$ cat config.mk
export PLATFORM = sky130hd
export DESIGN_NAME = td4_sequencer
export DESIGN_NICKNAME = d
export VERILOG_FILES = /design/src/rtl/td4_pkg.sv /design/src/rtl/td4_decode.sv /design/src/rtl/td4_sequencer.sv
export SDC_FILE = /design/constraint.sdc
export NUM_CORES = 1
export LEC_CHECK = 0
export ABC_AREA = 1
export CORE_AREA = 2 2 39 41
export DETAILED_ROUTE_END_ITERATION = 8
export DIE_AREA = 0 0 41 43
export DONT_BUFFER_PORTS = 1
export GPL_TIMING_DRIVEN = 0
export PLACE_DENSITY_LB_ADDON = 0.05
export SLEW_MARGIN = 20
export SYNTH_ARGS = -nofsm -noshare
export SYNTH_HDL_FRONTEND = slang
export SYNTH_SLANG_ARGS = --single-unit
$ cat constraint.sdc
create_clock -name clk -period 1.4 [get_ports clk]
set_input_delay 0.28 -clock clk [delete_from_list [all_inputs] [get_ports clk]]
set_output_delay 0.28 -clock clk [all_outputs]
set_load 0.03 [all_outputs]
$ cat src/rtl/td4_pkg.sv
// Shared opcodes, data-selector codes and run/halt state encoding for the TD4 control unit.
package td4_pkg;

  localparam logic [3:0] OP_ADD_A  = 4'b0000;
  localparam logic [3:0] OP_MOV_AB = 4'b0001;
  localparam logic [3:0] OP_IN_A   = 4'b0010;
  localparam logic [3:0] OP_MOV_A  = 4'b0011;
  localparam logic [3:0] OP_MOV_BA = 4'b0100;
  localparam logic [3:0] OP_ADD_B  = 4'b0101;
  localparam logic [3:0] OP_IN_B   = 4'b0110;
  localparam logic [3:0] OP_MOV_B  = 4'b0111;
  localparam logic [3:0] OP_OUT_B  = 4'b1001;
  localparam logic [3:0] OP_OUT_IM = 4'b1011;
  localparam logic [3:0] OP_JNC    = 4'b1110;
  localparam logic [3:0] OP_JMP    = 4'b1111;

  localparam logic [1:0] SEL_A    = 2'd0;
  localparam logic [1:0] SEL_B    = 2'd1;
  localparam logic [1:0] SEL_IN   = 2'd2;
  localparam logic [1:0] SEL_ZERO = 2'd3;

  typedef enum logic {
    ST_RUN  = 1'b0,
    ST_HALT = 1'b1
  } state_e;

endpackage

$ cat src/rtl/td4_decode.sv
// Combinational TD4 opcode decoder: selector code, one-hot load enables and undefined flag.
module td4_decode
  import td4_pkg::*;
(
  input  logic [3:0] opcode,
  input  logic       carry_flag,
  output logic [1:0] sel,
  output logic       ld_a,
  output logic       ld_b,
  output logic       ld_out,
  output logic       ld_pc,
  output logic       undef
);

  always_comb begin
    sel    = SEL_ZERO;
    ld_a   = 1'b0;
    ld_b   = 1'b0;
    ld_out = 1'b0;
    ld_pc  = 1'b0;
    undef  = 1'b0;
    unique case (opcode)
      OP_ADD_A:  begin sel = SEL_A;    ld_a   = 1'b1; end
      OP_ADD_B:  begin sel = SEL_B;    ld_b   = 1'b1; end
      OP_MOV_A:  begin sel = SEL_ZERO; ld_a   = 1'b1; end
      OP_MOV_B:  begin sel = SEL_ZERO; ld_b   = 1'b1; end
      OP_MOV_AB: begin sel = SEL_B;    ld_a   = 1'b1; end
      OP_MOV_BA: begin sel = SEL_A;    ld_b   = 1'b1; end
      OP_IN_A:   begin sel = SEL_IN;   ld_a   = 1'b1; end
      OP_IN_B:   begin sel = SEL_IN;   ld_b   = 1'b1; end
      OP_OUT_B:  begin sel = SEL_B;    ld_out = 1'b1; end
      OP_OUT_IM: begin sel = SEL_ZERO; ld_out = 1'b1; end
      OP_JMP:    begin sel = SEL_ZERO; ld_pc  = 1'b1; end
      OP_JNC:    begin sel = SEL_ZERO; ld_pc  = ~carry_flag; end
      default:   undef = 1'b1;
    endcase
  end

endmodule

$ cat src/rtl/td4_sequencer.sv
// TD4 control unit: PC, carry flag, run/halt FSM and load gating around td4_decode.
// Define TD4_UNDEF_TRAP_EN to halt with a sticky trap on undefined opcodes instead of a NOP.
module td4_sequencer
  import td4_pkg::*;
#(
  parameter int unsigned ADDR_W = 4,
  parameter int unsigned IMM_W  = 4
) (
  input  logic              clk,
  input  logic              n_reset,
  input  logic [IMM_W+3:0]  instr,
  input  logic              alu_carry,
  input  logic              halt_req,
  input  logic              resume,
  output logic [ADDR_W-1:0] pc,
  output logic [1:0]        sel,
  output logic              ld_a,
  output logic              ld_b,
  output logic              ld_out,
  output logic              ld_pc,
  output logic [IMM_W-1:0]  imm,
  output logic              carry_flag,
  output logic              halted,
  output logic              trap
);

  state_e            state_q;
  logic [ADDR_W-1:0] pc_q;
  logic              carry_q;
  logic              trap_q;

  logic [1:0] dec_sel;
  logic       dec_ld_a, dec_ld_b, dec_ld_out, dec_ld_pc, undef;
  logic       run, trap_hit;

  assign imm = instr[IMM_W-1:0];

  td4_decode u_decode (
    .opcode     (instr[IMM_W+:4]),
    .carry_flag (carry_q),
    .sel        (dec_sel),
    .ld_a       (dec_ld_a),
    .ld_b       (dec_ld_b),
    .ld_out     (dec_ld_out),
    .ld_pc      (dec_ld_pc),
    .undef      (undef)
  );

`ifdef TD4_UNDEF_TRAP_EN
  assign trap_hit = undef;
`else
  logic unused_undef;
  assign unused_undef = undef;
  assign trap_hit     = 1'b0;
`endif

  // Reset must hold every enable low even though decode follows instr combinationally.
  assign run    = n_reset && (state_q == ST_RUN);
  assign ld_a   = run & dec_ld_a;
  assign ld_b   = run & dec_ld_b;
  assign ld_out = run & dec_ld_out;
  assign ld_pc  = run & dec_ld_pc;

  always_comb begin
    sel = 2'd0;
    if (n_reset) sel = (state_q == ST_HALT) ? SEL_ZERO : dec_sel;
  end

  always_ff @(posedge clk or negedge n_reset) begin
    if (!n_reset) begin
      state_q <= ST_RUN;
      pc_q    <= '0;
      carry_q <= 1'b0;
      trap_q  <= 1'b0;
    end else begin
      unique case (state_q)
        ST_RUN: begin
          if (trap_hit) begin
            state_q <= ST_HALT;
            trap_q  <= 1'b1;
          end else begin
            pc_q    <= dec_ld_pc ? ADDR_W'(imm) : pc_q + ADDR_W'(1);
            carry_q <= alu_carry;
            if (halt_req) state_q <= ST_HALT;
          end
        end
        ST_HALT: begin
          if (resume && !halt_req) begin
            state_q <= ST_RUN;
            trap_q  <= 1'b0;
          end
        end
        default: state_q <= ST_RUN;
      endcase
    end
  end

  assign pc         = pc_q;
  assign carry_flag = carry_q;
  assign halted     = (state_q == ST_HALT);
  assign trap       = trap_q;

endmodule

==> results of run 1 <==
[area by class of cell]
cell class                 instances  area (um2)
fill                             147         736
multi-input combinational         45         333
sequential                         6         151
timing repair buffer               5        40.0
inverter                          10        40.0
buffer                             5        37.5
clock buffer                       4        26.3
tap                               16        20.0
[critical path, stage by stage (launching register included)]
cell and delay (ps):
dfrtp_2 520, inv_4 130, nand2_8 70, nor4_4 370
[logic make-up (layout without fill, tap and decap cells)]
family / count (synthesis) / in the layout / synth area share [%]
compound gates: 4 / 4 / 5.08
xor+xnor: 1 / 1 / 1.87
fa+ha+maj: 1 / 1 / 2.67
other cells: 1 / 1 / 0.801
buf+inv: 15 / 24 / 16.0
simple gates: 38 / 38 / 41.4
flops: 6 / 6 / 32.1
[placed cells by master, fill, tap and decap left out, types with 2 or more instances in the layout]
| cell type | Yosys | final |
|---|---|---|
| nor3_4 | 0 | 2 |
| clkbuf_4 | 0 | 3 |
| nand2_2 | 2 | 3 |
| buf_4 | 5 | 9 |
| inv_1 | 9 | 9 |
| nand3_1 | 6 | 6 |
| nand2_1 | 20 | 18 |
| dfrtp_1 | 6 | 5 |
| nand3b_1 | 2 | 2 |
[power breakdown]
part | internal (mW) | leakage [nW] | switching [mW]
logic | 0.110 | 0.240 | 0.142
registers | 0.222 | 0.0718 | 0.177
clock network | 0.108 | 0.0150 | 0.0646
total | 0.440 | 0.327 | 0.384
[worst max path at each step]
stage | start | to | slack [ps] | depth (start not counted)
floorplan | halted | ld_out | -90 | 3
global placement | halted | ld_out | -180 | 3
global route | halted | ld_out | -290 | 3
detailed placement | halted | ld_out | -190 | 3
finish | halted | ld_out | -220 | 3
CTS | halted | ld_out | -260 | 3
[layer usage]
metal / global-route usage (%) / vias up / wire, um
li1: - / 219 / -
met1: 20.2 / 181 / 449
met2: 20.6 / 18 / 496
met3: 3.14 / 0 / 77
met4: 8.00 / 0 / 0
met5: 0 / - / 0
[repair_timing]
action,4_1_cts,5_1_grt
setup endpoints to repair,6,6
resized for setup,6,0
hold buffers,1,0
setup buffers,4,0
hold endpoints to repair,6,0
pin swaps,5,0
[sequential cells by signal, summed over array words and instances (netlist names)]
name and flops:
pc 4, carry_flag 1, halted 1
==> results.sh, run 1 <==
export IMPL_status="finished, violations left"
export IMPL_failed_checks="setup timing"
export IMPL_hold_path_depth=1
export IMPL_fmax_ghz=0.616
export IMPL_synth_area_top_cells="dfrtp_1, nand2_1, buf_4"
export IMPL_dp_hpwl_um=801
export IMPL_clk_latency_ps=250
export IMPL_grt_use_total_pct=14.7
export IMPL_grt_setup_unrepaired="yes"
export IMPL_drive_gt1_share_pct=34.7
export IMPL_ir_drop_mv=0.771
export IMPL_io_pin_count=30
export IMPL_synth_top_area_share_pct=32.1
export IMPL_viasPerCell=4.59
export IMPL_yosysSeqAreaShare_pct=32.1
export IMPL_placed_cell_area_um2=546
export IMPL_yosys_cell_count_top_type="nand2_1"
export IMPL_grt_ovfl_total=0
export IMPL_synth_common_cells="nand2_1, inv_1, dfrtp_1, nand3_1, buf_4"
export IMPL_nNetsFinal=90
export IMPL_ys_types=21
export IMPL_critPathMaxFanout=8
export IMPL_ant_nets=0
export IMPL_synth_seq_cells=6
export IMPL_grt_pass1_wl_mm=1.76
export IMPL_area_growth_pct=38.5
export IMPL_final_core_util_pct=46.8
export IMPL_critPathArrivalTime_ps=1340
export IMPL_synth_edf_count=0
export IMPL_setup_viol=6
export IMPL_syn_num_nets=80
export IMPL_initial_core_util_pct=33.8
export IMPL_async_flop_share_pct=100
export IMPL_diodes=0
export IMPL_netlist_instances=66
export IMPL_worst_hold_path_type="primary input to flop"
export IMPL_dp_slack_ps=-189
export IMPL_worstSetupStartpointType="flop"
export IMPL_synth_largest_area_cell="dfrtp_1"
export IMPL_whs_endpoint="halted"
export IMPL_coreArea_um2=1380
export IMPL_clock_skew_ps=8.08
export IMPL_end_kind="output pin"
export IMPL_numCtsBuffers=3
export IMPL_hp_start="resume"
export IMPL_vias=418
export IMPL_critPathRequiredTime_ps=1120
export IMPL_htreeDepth=1
export IMPL_maxSlewHeadroom_pct=67.1
export IMPL_dpl_cell_count=82
export IMPL_pwr_density_cell_nw_per_um2=1270
export IMPL_r2r_start="pc[0]"
export IMPL_critPathKind="flop to output pin"
export IMPL_min_period_over_period_pct=116
export IMPL_worstMarginPinSlew_ps=490
export IMPL_cts_tree="yes"
export IMPL_hold_violations=0
export IMPL_routed_wl_mm=1.02
export IMPL_drcViolationCount=0
export IMPL_avgSynthCellArea_um2=7.09
export IMPL_r2r_cells=5
export IMPL_routabilityCongestion=0.726
export IMPL_setup_slack_ps=-224
export IMPL_dieHeight_um=43
export IMPL_antenna_found_initial=0
export IMPL_drv_slew=0
export IMPL_synth_main_ff_cell="dfrtp_1"
export IMPL_drv_cap=0
export IMPL_die_x_um=41
export IMPL_root_buffer="clkbuf_4"
export IMPL_post_drt_wl_per_cell_um=11.2
export IMPL_synth_cell_area_um2=468
export IMPL_grt_max_degree=9
export IMPL_timing_rr_end="pc[2]"
export IMPL_die_area_um2=1760
export IMPL_first_iter_violations=3
export IMPL_final_cells=91
export IMPL_min_period_ps=1620
export IMPL_cts_path_max_buffers=2
export IMPL_rrSetupSlack_ps=140
export IMPL_portBuffers=0
export IMPL_synth_warnings=0
export IMPL_path_clk_slew_ps=50
export IMPL_power_leakage_nw=0.327
export IMPL_power_total_mw=0.823
export IMPL_fin_tns_setup_ps=-930
export IMPL_dr_pass1_iters=2
export IMPL_hold_worst_slack_ps=119
export IMPL_fin_area_um2=648
export IMPL_clock_sinks=6
export IMPL_grt_pass1_vias=411
export IMPL_rows=14
Note: power is estimated with default switching activity, not from simulation.
==> run 2, diff against run 1 <==
--- a/config.mk
+++ b/config.mk
@@ -7,6 +7,7 @@
 export LEC_CHECK = 0
 export ABC_AREA = 1
 export CORE_AREA = 2 2 39 41
+export CTS_BUF_LIST = sky130_fd_sc_hd__clkbuf_8
 export DETAILED_ROUTE_END_ITERATION = 8
 export DIE_AREA = 0 0 41 43
 export DONT_BUFFER_PORTS = 1
==> run 2 against run 1 <==
Compared with the run above: largest power group unchanged; sequential cell count is the same; first-iteration DRC count is the same; clock skew shrank 5.1 ps; the run still ends with setup timing left; hold slack gained 26 ps; non-clock buffer count is the same; die area is the same; worst setup slack gained 21 ps; count of clock-buffer cells in the layout shrank 1; power grew 12%; via count grew 0.24%; sequential power is essentially flat.
==> results.sh, run 2 (same netlist as run 1, synthesis figures left out) <==
export IMPL_status="finished, violations left"
export IMPL_failed_checks="setup timing"
export IMPL_numCtsBuffers=3
export IMPL_worst_hold_path_type="primary input to flop"
export IMPL_whs_endpoint="halted"
export IMPL_diodes=0
export IMPL_vias=419
export IMPL_pwr_density_cell_nw_per_um2=1380
export IMPL_dp_hpwl_um=801
export IMPL_drcViolationCount=0
export IMPL_routed_wl_mm=1.06
export IMPL_hold_worst_slack_ps=144
export IMPL_coreArea_um2=1380
export IMPL_final_core_util_pct=48.2
export IMPL_hp_start="resume"
export IMPL_setup_slack_ps=-203
export IMPL_critPathMaxFanout=8
export IMPL_cts_path_max_buffers=2
export IMPL_root_buffer="clkbuf_8"
export IMPL_nNetsFinal=90
export IMPL_hold_violations=0
export IMPL_htreeDepth=1
export IMPL_power_leakage_nw=0.339
export IMPL_path_cells="inv_4 > nand2_8 > nor4_4"
export IMPL_min_period_ps=1600
export IMPL_rrSetupSlack_ps=150
export IMPL_post_drt_wl_per_cell_um=11.6
export IMPL_portBuffers=0
export IMPL_worstMarginPinSlew_ps=490
export IMPL_first_iter_violations=3
export IMPL_rows=14
export IMPL_antenna_found_initial=0
export IMPL_hold_path_depth=1
export IMPL_die_x_um=41
export IMPL_routabilityCongestion=0.726
export IMPL_drive_gt1_share_pct=34.7
export IMPL_min_period_over_period_pct=114
export IMPL_grt_max_degree=9
export IMPL_path_clk_slew_ps=40
export IMPL_seq_area_um2=151
export IMPL_grt_pass1_vias=420
export IMPL_grt_ovfl_total=0
export IMPL_critPathKind="flop to output pin"
export IMPL_layout_common_cells="nand2_1, inv_1, buf_4"
export IMPL_clock_sinks=6
export IMPL_io_pin_count=30
export IMPL_cts_tree="yes"
export IMPL_grt_pass1_wl_mm=1.84
export IMPL_grt_use_total_pct=15.5
export IMPL_dr_pass1_iters=2
export IMPL_cp_slowest_cell="dfrtp_2"
export IMPL_dieHeight_um=43
export IMPL_drv_cap=0
export IMPL_multi_input_area_um2=333
export IMPL_viasPerCell=4.60
export IMPL_maxSlewHeadroom_pct=67.1
export IMPL_initial_core_util_pct=33.8
export IMPL_ir_drop_mv=0.778
export IMPL_clk_latency_ps=220
export IMPL_worstSetupStartpointType="flop"
export IMPL_area_growth_pct=42.5
export IMPL_cpPeakStageDelay_ps=520
export IMPL_critPathRequiredTime_ps=1120
export IMPL_timing_rr_end="pc[2]"
export IMPL_setup_viol=6
export IMPL_grt_setup_unrepaired="yes"
export IMPL_mostFrequentLayoutCell="nand2_1"
export IMPL_largest_reg_flops=4
export IMPL_r2r_start="pc[0]"
export IMPL_die_area_um2=1760
export IMPL_fillCellCount=142
export IMPL_fmax_ghz=0.624
export IMPL_clock_skew_ps=2.99
export IMPL_ant_nets=0
export IMPL_end_kind="output pin"
export IMPL_r2r_cells=5
export IMPL_drv_slew=0
export IMPL_critPathArrivalTime_ps=1320
==> run 2: changes by cell type in the layout (fill, tap and decap cells not counted), sizes merged <==
cell    delta
inv        +1
clkbuf     -1
==> run 2: routing by layer <==
layer	wire length [um]	vias to the layer above	track usage, %	part of all wire, %
li1	-	219	-	-
met1	459	182	20.5	43
met2	522	18	22.2	49
met3	77	0	4.19	7.3
met4	0	0	8.00	0
met5	0	-	0	0
==> run 2: final cells by class <==
| cell class | count | area share [%] |
|---|---|---|
| Multi-Input combinational cell | 45 | 49.9 |
| Sequential cell | 6 | 22.7 |
| Clock buffer | 3 | 6.19 |
| Timing Repair Buffer | 5 | 6.00 |
| Inverter | 10 | 6.00 |
| Buffer | 5 | 5.63 |
| Tap cell | 16 | 3.00 |
| Clock inverter | 1 | 0.563 |
==> run 2: what timing repair did <==
item                                    4_1_cts  5_1_grt
resized for setup                             6        0
hold endpoints to repair                      6        0
endpoints found under the setup margin        6        6
setup buffers                                 4        0
hold buffers                                  1        0
pin swaps                                     5        0
==> run 2: critical path: cells and delay by family (launching register included) <==
kind / cells / cell delay [ps]
flip-flops: 1 / 520
AND/OR/NAND/NOR: 2 / 450
buffers and inverters: 1 / 130
==> run 2: power by group <==
group | switching, mW | internal [mW] | leakage, nW
Clock | 0.0794 | 0.189 | 0.0269
Combinational | 0.142 | 0.110 | 0.240
Sequential | 0.177 | 0.222 | 0.0718
Total | 0.399 | 0.521 | 0.339
==> run 2: worst max path at each step <==
stage	startpoint	end	slack [ps]
after floorplan	halted	ld_out	-90
after detailed placement	halted	ld_out	-190
after global routing	halted	ld_out	-260
after CTS	halted	ld_out	-230
after global placement	halted	ld_out	-180
final	halted	ld_out	-200
==> run 2: through the flow <==
stage / instances / TNS [ps] / setup WS, ps / power (mW) / area [um2]
floorplan: 66 / -89.3 / -89.3 / 0.588 / 526
global placement: 82 / -237 / -176 / 0.627 / 546
detailed placement: 82 / -260 / -189 / 0.631 / 546
CTS: 91 / -917 / -226 / 0.934 / 667
global route: 91 / -1090 / -255 / 0.995 / 667
finish: 91 / -797 / -203 / 0.920 / 667
==> run 3, diff against run 2 <==
--- a/config.mk
+++ b/config.mk
@@ -13,7 +13,7 @@
 export DONT_BUFFER_PORTS = 1
 export GPL_TIMING_DRIVEN = 0
 export PLACE_DENSITY_LB_ADDON = 0.05
-export SLEW_MARGIN = 20
+export SLEW_MARGIN = 0
 export SYNTH_ARGS = -nofsm -noshare
 export SYNTH_HDL_FRONTEND = slang
 export SYNTH_SLANG_ARGS = --single-unit
==> results of run 3 <==
No change in the layout: final DEF, timing and power equal those of run 2.
